**src/rtl/hazard_ctrl.sv**
```systemverilog
// rtl/hazard_ctrl.sv - pipeline hazard detection, HI/LO busy tracking and stall counter
// Register hazards stall when a producer's result arrives later than the consumer needs it.
module hazard_ctrl (
  input  logic        clk,
  input  logic        reset,
  input  logic [4:0]  D_rs,
  input  logic [4:0]  D_rt,
  input  logic        D_use_rs,
  input  logic        D_use_rt,
  input  logic [1:0]  D_tuse_rs,
  input  logic [1:0]  D_tuse_rt,
  input  logic        D_is_md,
  input  logic [4:0]  E_wa,
  input  logic [4:0]  M_wa,
  input  logic [1:0]  E_tnew,
  input  logic [1:0]  M_tnew,
  input  logic        E_md_start,
  input  logic        E_md_op,
  output logic        stall,
  output logic        flush_E,
  output logic        md_busy,
  output logic        md_done,
  output logic [31:0] stall_cnt
);

  typedef enum logic {IDLE, BUSY} md_state_t;

  md_state_t   state, state_next;
  logic [3:0]  md_cnt, md_cnt_next;
  logic        md_done_next;
  logic        stall_rs, stall_rt, stall_md;

  // Register $0 never carries a real dependency.
  assign stall_rs = D_use_rs && (D_rs != 5'd0) &&
                    (((E_wa == D_rs) && (E_tnew > D_tuse_rs)) ||
                     ((M_wa == D_rs) && (M_tnew > D_tuse_rs)));

  assign stall_rt = D_use_rt && (D_rt != 5'd0) &&
                    (((E_wa == D_rt) && (E_tnew > D_tuse_rt)) ||
                     ((M_wa == D_rt) && (M_tnew > D_tuse_rt)));

  assign md_busy  = (state == BUSY);
  assign stall_md = D_is_md && (md_busy || E_md_start);
  assign stall    = stall_rs || stall_rt || stall_md;
  assign flush_E  = stall;

  always_comb begin
    state_next   = state;
    md_cnt_next  = md_cnt;
    md_done_next = 1'b0;
    case (state)
      IDLE: begin
        if (E_md_start) begin
          state_next  = BUSY;
          md_cnt_next = E_md_op ? 4'd10 : 4'd5;
        end
      end
      BUSY: begin
        // A start seen here is deliberately ignored: no reload, no extension.
        if (md_cnt == 4'd1) begin
          state_next   = IDLE;
          md_cnt_next  = 4'd0;
          md_done_next = 1'b1;
        end else begin
          md_cnt_next = md_cnt - 4'd1;
        end
      end
      default: begin
        state_next  = IDLE;
        md_cnt_next = 4'd0;
      end
    endcase
  end

  always_ff @(posedge clk or negedge reset) begin
    if (!reset) begin
      state   <= IDLE;
      md_cnt  <= 4'd0;
      md_done <= 1'b0;
    end else begin
      state   <= state_next;
      md_cnt  <= md_cnt_next;
      md_done <= md_done_next;
    end
  end

  always_ff @(posedge clk or negedge reset) begin
    if (!reset) begin
      stall_cnt <= 32'd0;
    end else if (stall && (stall_cnt != 32'hFFFF_FFFF)) begin
      stall_cnt <= stall_cnt + 32'd1;
    end
  end

endmodule

```
**config.mk**
```make
export PLATFORM = sky130hd
export DESIGN_NAME = hazard_ctrl
export DESIGN_NICKNAME = d
export VERILOG_FILES = /design/src/rtl/hazard_ctrl.sv
export SDC_FILE = /design/constraint.sdc
export NUM_CORES = 1
export LEC_CHECK = 0
export ABC_CLOCK_PERIOD_IN_PS = 6300
export BUFFER_PORTS_ARGS = -buffer_cell sky130_fd_sc_hd__buf_2
export CAP_MARGIN = 20
export CORE_UTILIZATION = 35
export CTS_CLUSTER_DIAMETER = 120
export DETAILED_ROUTE_END_ITERATION = 12
export GPL_TIMING_DRIVEN = 0
export SETUP_SLACK_MARGIN = 0.1
export SLEW_MARGIN = 20
export SYNTH_ARGS = -nofsm -noshare
export SYNTH_HDL_FRONTEND = slang
export SYNTH_SLANG_ARGS = --single-unit
```
**constraint.sdc**
```tcl
create_clock -name clk -period 6.3 [get_ports clk]
set_clock_uncertainty 0.05 [all_clocks]
set_input_delay 0.315 -clock clk [delete_from_list [all_inputs] [get_ports clk]]
set_output_delay 0.315 -clock clk [all_outputs]
set_load 0.03 [all_outputs]
```
* After elaboration in Yosys (flattened, before gate mapping) *
Cells that the tools add are included.

operators by class
  $lt $le $gt $ge = 4
  add/sub/neg operators = 2
  reduce and logical (&&, ||, !) cells = 17
  bitwise operators = 1
  muxes and demuxes = 9
  equal/unequal tests = 7

operator list
  operator                                                            count
  32-bit by 1-bit adder with 32-bit output, second input constant     1
  32-bit != test, second input constant                               1
  5-bit == test                                                       4
  4-bit two-way mux                                                   3
  1-bit logical AND                                                   10
  5-bit nonzero test                                                  2
  2-bit > comparator                                                  4
  4-bit one-hot mux with 2 select lines                               1
  1-bit logical OR                                                    5
  4-bit by 1-bit == test with 1-bit output, second input constant     1
  1-bit two-way mux                                                   4
  4-bit by 1-bit subtractor with 4-bit output, second input constant  1
  2-bit != test, second input constant                                1
  1-bit one-hot mux with 2 select lines                               1
  1-bit NOT                                                           1

storage, ports and cells
  input bits = 35
  logic and storage cells = 44
  register bits = 38

* Logic depth before layout (Yosys ltp) *
Gate-level depths: netlist of run 1.

  word-level depth = 7
  mapped depth = 10

* Worst setup path before layout of run 1 *
Ideal clock, no wire load.

  path kind = flip-flop to flip-flop
  start = register stall_cnt[0]
  end = register stall_cnt[5]
  arrival time = 2.131 ns
  period minus slack after synthesis = 2.316 ns
  cell stages (with the launch flop) = 11
  setup time = 0.134 ns
  path buffers = 2
  required time = 6.116 ns
  setup slack = 3.984 ns
  path through = dfrtp_1 ha_1 nand2_1 nor4_4 and2b_1 buf_6 and4_4 a31oi_4 buf_6 nand4_1 xnor2_1

between the ends
  word-level cells in the longest chain between the ends = 2

ends and longest elaborated chain
  what                                                                              RTL line  text
  start: declaration                                                                23        output logic [31:0] stall_cnt
  start signal: assignment                                                          91        stall_cnt <= stall_cnt + 32'd1;
  branches (longest 2 deep; another with 32-bit by 1-bit adder with 32-bit output)  n/a

Several ways; the timed one is not identified.
A chain may end at the register's enable or synchronous reset.

* Final worst setup path of run 1 *
  start = input port D_tuse_rt[1]
  end = output port stall

between the ends
  word-level cells in the longest chain between the ends = 6

ends and longest elaborated chain
  what                                   RTL line  text
  start: declaration                     11        input logic [1:0] D_tuse_rt,
  2-bit > comparator (on tied branches)  39, 40
  1-bit logical AND (on tied branches)   39, 40
  1-bit logical OR *                     39        (((E_wa == D_rt) && (E_tnew > D_tuse_rt)) ||
  1-bit logical AND *                    38        assign stall_rt = D_use_rt && (D_rt != 5'd0) &&
  1-bit logical OR * (2 in a row)        44        assign stall = stall_rs || stall_rt || stall_md;
  end: declaration                       19        output logic stall,

Mark *: on every way between the ends. The rest lies on a longest branch, timed or not.

==> reports/qor.csv, run 1 <==
metric,value,unit
path_class,input port to output pin,
ys_ff_latch,38,
maxCapViolations,0,
grt_first_pass_wirelength,8760,um
portBuffers,69,
drc,0,
yosysMostFrequentCell,xnor2_1,
synth.distinct_cells,37,
cts.sink_count,38,
place_area,2770,sq um
irDropWorstVdd,0.167,mV
hold_path_class,input port to async pin,
start_kind,input port,
htree_levels,2,
syn_inst,232,
avgViaCountPerCell,5.08,
ys_top_cells_by_count,"xnor2_1 (40), dfrtp_1 (38), nand4_1 (20)",
crit_required,5.93,ns
cts_buffers,5,
grt_use_total,15.5,%
total_power,774,uW
synth_top_area_cell,dfrtp_1,
grt_pass1_vias,1890,
setup_slack,3.76,ns
max_freq,393,MHz
antenna_cells,0,
ys_async_sr_fraction,100,%
ys_warn_count,0,
power.leakage,1.37,nW
grt_max_degree,39,
cp-end-kind,output pin,
finalMaxSlewViolations,0,
met2_usage,25.2,%
synthesis.area,2330,sq um
final_nets,354,
finalCritPeriodShare,40.4,%
gp_congestion,0.924,
antenna_found_initial,0,
setup-tns-final,0,ns
pre_cts_slack,3.70,ns
dp_hpwl,3980,um
status,"finished, final reports clean",
vias,1962,
placed_cells,378,
syn_to_final_growth,22.9,%
worst_slew_pin_slew,0.836,ns
synth-edff-count,0,
core_area,6390,sq um
fin_crit,2.54,ns
die_h,83.5,um
setup-violations-final,0,
cts_tree,done,
rsz0062_at_grt,false,
final_area,2860,sq um
pin_count,71,
ys.flop_type,dfrtp_1,
grtUsageMet1,20.6,%
root_buffer,clkbuf_8,
pwr_density_cell,271,nW/um^2
yosys-top-cells-area,"dfrtp_1 (41%), xnor2_1 (15%), ha_1 (5.9%)",
die_w,83.5,um
postCtsHoldBufs,0,
critPathMaxFanout,10,
clock_tree.buffer_depth,2,
layout-drive-gt1-share,29.1,%
drt-initial-drc-count,62,
top_usage_layer,met2,
overflow,0,
synth_top_area_share,40.9,%
clk_latency,0.29,ns
clk_pin_slew,0.07,ns
ctsResizeCount,0,
rows,29,
first_pass_iters,4,
initial_core_util,36.4,%
wire_per_inst,13.4,um
fin_util,44.8,%
syn_nets,278,
drt_wl_total,5170,um
drt.antenna.violating_nets,0,
cts_setup_buffers,0,
seq_area_frac_synth,40.9,%
gr-usage-met3,2.77,%
relSlewSlack,44.2,%
fp.dieArea,6980,sq um
finalHoldViolCount,0,
holdWs,0.0725,ns
stdcell_count,386,
worstPathArrival,2.18,ns
synth.avg_cell_area,10.0,sq um
-- layer usage --
metal | share of wire [%] | up-vias
met2 | 47 | 37
met5 | 0 | -
met1 | 48 | 945
met3 | 3.0 | 10
li1 | - | 970
met4 | 1.8 | 0
-- path summary, 6_finish.rpt --
| kind | endpoint | cells after the start | start | slack [ns] |
|---|---|---|---|---|
| max | stall | 10 | D_tuse_rt[1] | 3.76 |
| min | stall_cnt[10]$_DFFE_PN0P_ | 1 | reset | 0.07 |
| max reg2reg | stall_cnt[4]$_DFFE_PN0P_ | 10 | stall_cnt[0]$_DFFE_PN0P_ | 3.91 |
| min reg2reg | stall_cnt[29]$_DFFE_PN0P_ | 1 | stall_cnt[29]$_DFFE_PN0P_ | 0.44 |
| max in group asynchronous | stall_cnt[19]$_DFFE_PN0P_ | 1 | reset | 5.60 |
| min in group clk | md_cnt[1]$_DFFE_PN0N_ | 3 | E_md_op | 0.32 |
-- cell families after synthesis --
kind of cell	Yosys count	share of synthesized area, %
DFF	38	40.9
buffers and inverters	19	4.19
muxes	6	2.80
xor gates and xnor gates	48	18.1
adders and majority gates	11	5.91
AOI/OAI and AO/OA	20	5.91
and+or+nand+nor	90	22.3
-- worst max-delay path, cell delays in order --
cell and delay (ns):
buf_2 0.07, inv_1 0.05, ha_1 0.30, nor2b_1 0.13, o21ai_0 0.14, a2111oi_0 0.09, o221ai_1 0.38, nand3_2 0.31
buf_4 0.23, buf_2 0.16
-- state kept, by name, indices dropped and copies added, names as in the netlist --
| signal | count |
|---|---|
| stall_cnt | 32 |
| md_cnt | 4 |
| md_busy | 1 |
| md_done | 1 |
-- cell usage in the layout, fill, tap and decap left out, types with 4 or more instances in the layout --
master	n
nor4_1	4
xnor2_1	40
nand2_1	18
nor2_1	9
clkbuf_8	6
o21ai_0	4
nand4_1	20
inv_1	13
a21oi_1	7
buf_2	69
and3_1	6
ha_1	11
nand3_1	12
dfrtp_1	38
xor2_1	8
mux2_2	4
-- where the power goes --
group | internal, mW | switching (mW)
logic | 0.107 | 0.167
clock network | 0.0883 | 0.0856
registers | 0.285 | 0.0423
-- final cells by class --
cell class,count,area (sq um)
plain buffers,6,48.8
clock buffers,7,86.3
clock inverters,1,5.00
fillers,648,3530
inverters,13,48.8
multi-input cells,175,1280
flip-flops and latches,38,951
well taps,77,96.3
repair buffers,69,345
Note: power is estimated with default switching activity, not from simulation.
==> inputs of run 2 (changes only) <==
Settings changed: ABC_CLOCK_PERIOD_IN_PS 6300 to 2200.
Clock period 6.3 ns to 2.2 ns, I/O delays scaled along.
==> run 2 against run 1 <==
Against the previous run: critical endpoint is now stall_cnt[1]$_DFFE_PN0P_; die area is the same; largest power group is now combinational logic; highest routed layer unchanged; power grew to 3.3 times the previous value; clock power grew to 3.4 times the previous value; count of clock-buffer cells in the layout shrank 2; critical path type is now register to register.
==> reports/qor.csv, run 2 (same netlist as run 1, synthesis figures left out) <==
metric,value,unit,change
worst_slew_pin_slew,0.863,ns,+0.0271 ns
hold_path_class,input port to register,,
die_h,83.5,um,unchanged
largest-register,stall_cnt,,
rsz0062_at_grt,true,,
cp_num_buf_inv,2,,-2
root_buffer,clkbuf_8,,
dp_hpwl,4010,um,+0.77%
whs_path_depth,3,,
fp.dieArea,6980,sq um,unchanged
cp_top_family,simple AND/OR/NAND/NOR gates,,
grt_max_degree,39,,unchanged
core_area,6390,sq um,unchanged
initial_core_util,36.4,%,unchanged
finalCritPeriodShare,96.4,%,
drt_wl_total,5580,um,+7.9%
startpoint,stall_cnt[0]$_DFFE_PN0P_,,
critPathCapture,stall_cnt[1]$_DFFE_PN0P_,,
maxCapViolations,0,,unchanged
final_area,3220,sq um,+13%
r2r_start,stall_cnt[0]$_DFFE_PN0P_,,
pin_count,71,,unchanged
r2r_cells,9,,-1
rrSetupSlack,0.08,ns,-3.83 ns
finalMaxSlewViolations,0,,unchanged
grt_pass1_vias,2078,,+9.9%
cts_tree,done,,
overflow,0,,unchanged
placed_cells,378,,unchanged
drc,0,,unchanged
syn_to_final_growth,38.3,%,
stdcell_count,413,,+7.0%
irDropWorstVdd,0.696,mV,+320%
die_w,83.5,um,unchanged
finalHoldViolCount,0,,unchanged
cp.depth,9,,-1
clk_latency,0.30,ns,about the same
regArea,970,sq um,+2.0%
gp_congestion,0.940,,+1.7%
crit_required,2.33,ns,-3.60 ns
grt_first_pass_wirelength,9660,um,+10%
fin_crit,2.12,ns,
drt-initial-drc-count,105,,+69%
place_area,2810,sq um,+1.5%
wire_per_inst,13.5,um,+0.87%
final_cell_mix,"buf_2 (69), xnor2_1 (38), buf_4 (24)",,
fillCellCount,611,,-5.7%
antenna_found_initial,0,,unchanged
start_kind,register,,
avgViaCountPerCell,4.96,,-2.5%
setup-violations-final,0,,unchanged
path_class,register to register,,
largest_reg_flops,32,,unchanged
rows,29,,unchanged
status,"finished, final reports clean",,
total_power,2.54,mW,+230%
drt.antenna.violating_nets,0,,unchanged
max_freq,472,MHz,
power.leakage,1.52,nW,+11%
htree_levels,2,,unchanged
cp-end-kind,register,,
cts.sink_count,38,,unchanged
vias,2047,,+4.3%
top_regs,"stall_cnt: 32 flops, md_cnt: 4 flops",,
final_nets,381,,+7.6%
slowest_stage,dfrtp_2,,
portBuffers,69,,unchanged
relSlewSlack,42.4,%,-1.8 points
crit_path_frequent_cell,buf_6,,
clk_pin_slew,0.08,ns,about the same
layout_commonest_cell,buf_2,,
first_pass_iters,4,,unchanged
multi_input_area,1390,sq um,+8.3%
slowest_delay,0.39,ns,about the same
layout-drive-gt1-share,43.5,%,+14 points
pwr_density_cell,788,nW/um^2,+190%
critPathMaxFanout,6,,-4
clock_tree.buffer_depth,2,,unchanged
antenna_cells,0,,unchanged
pre_cts_slack,-0.158,ns,-3.86 ns
setup_slack,0.0793,ns,-3.68 ns
path_cells,"ha_4, nand2_4, nor4_4, and2b_1, buf_6, and4_4, a31oi_4, buf_6, mux2_4",,
cts_buffers,5,,unchanged
reg2reg_to,stall_cnt[1]$_DFFE_PN0P_,,
worstPathArrival,2.25,ns,+0.07 ns
grt_use_total,17.2,%,+1.7 points
run 2: power by group:
| part | leakage [nW] | internal [mW] | switching (mW) | total, mW |
|---|---|---|---|---|
| Sequential | 0.484 | 0.825 | 0.106 | 0.931 |
| Clock | 0.0579 | 0.334 | 0.261 | 0.595 |
| Combinational | 0.980 | 0.448 | 0.562 | 1.01 |
run 2: what timing repair did:
action                                  CTS  global route
setup buffers                            17             8
resized for setup                         6            14
cloned                                    1             0
pin swaps                                 5            15
hold endpoints to repair                 38             0
hold buffers                              1             0
endpoints found under the setup margin   26            27
run 2: how the worst min path moves through the flow:
stage | startpoint | to | slack (ns)
2_1_floorplan | reset | md_busy$_DFF_PN0_ | -0.24
3_3_place_gp | reset | stall_cnt[27]$_DFFE_PN0P_ | 0.23
3_5_place_dp | reset | stall_cnt[27]$_DFFE_PN0P_ | 0.22
4_1_cts | E_md_op | md_cnt[3]$_DFFE_PN0N_ | 0.09
5_1_grt | E_md_op | md_cnt[3]$_DFFE_PN0N_ | 0.15
6_report | E_md_op | md_cnt[3]$_DFFE_PN0N_ | 0.09
run 2: cell type report:
cell class                 count  area share, %
multi-input combinational    175           43.0
sequential                    38           30.1
timing repair buffer          96           17.5
tap                           77           2.99
clock buffer                   5           2.14
buffer                         6           1.52
inverter                      13           1.52
clock inverter                 3           1.24
run 2: per-stage QoR:
stage          setup TNS, ns  hold WS (ns)  util [%]
4_1_cts                    0        0.0906      48.3
6_report                   0        0.0932      50.4
3_3_place_gp           -1.39         0.227      44.0
2_1_floorplan              0        -0.236         -
3_5_place_dp           -2.18         0.222      44.0
5_1_grt            -0.000232         0.151      50.4
run 2: worst reg2reg max path: cells and delay by family (launching register included):
kind	cells	cell delay [ns]
simple gates	4	0.77
flops	1	0.39
buf+inv	2	0.29
mux	1	0.28
fa+ha+maj	1	0.16
compound gates	1	0.06
run 2: routing by layer:
layer | share of wire (%) | global-route usage [%] | wire length (um)
met1 | 45 | 21.7 | 2490
met2 | 49 | 29.5 | 2760
met3 | 4.0 | 3.07 | 224
met4 | 1.9 | 6.01 | 104
met5 | 0 | 0 | 0
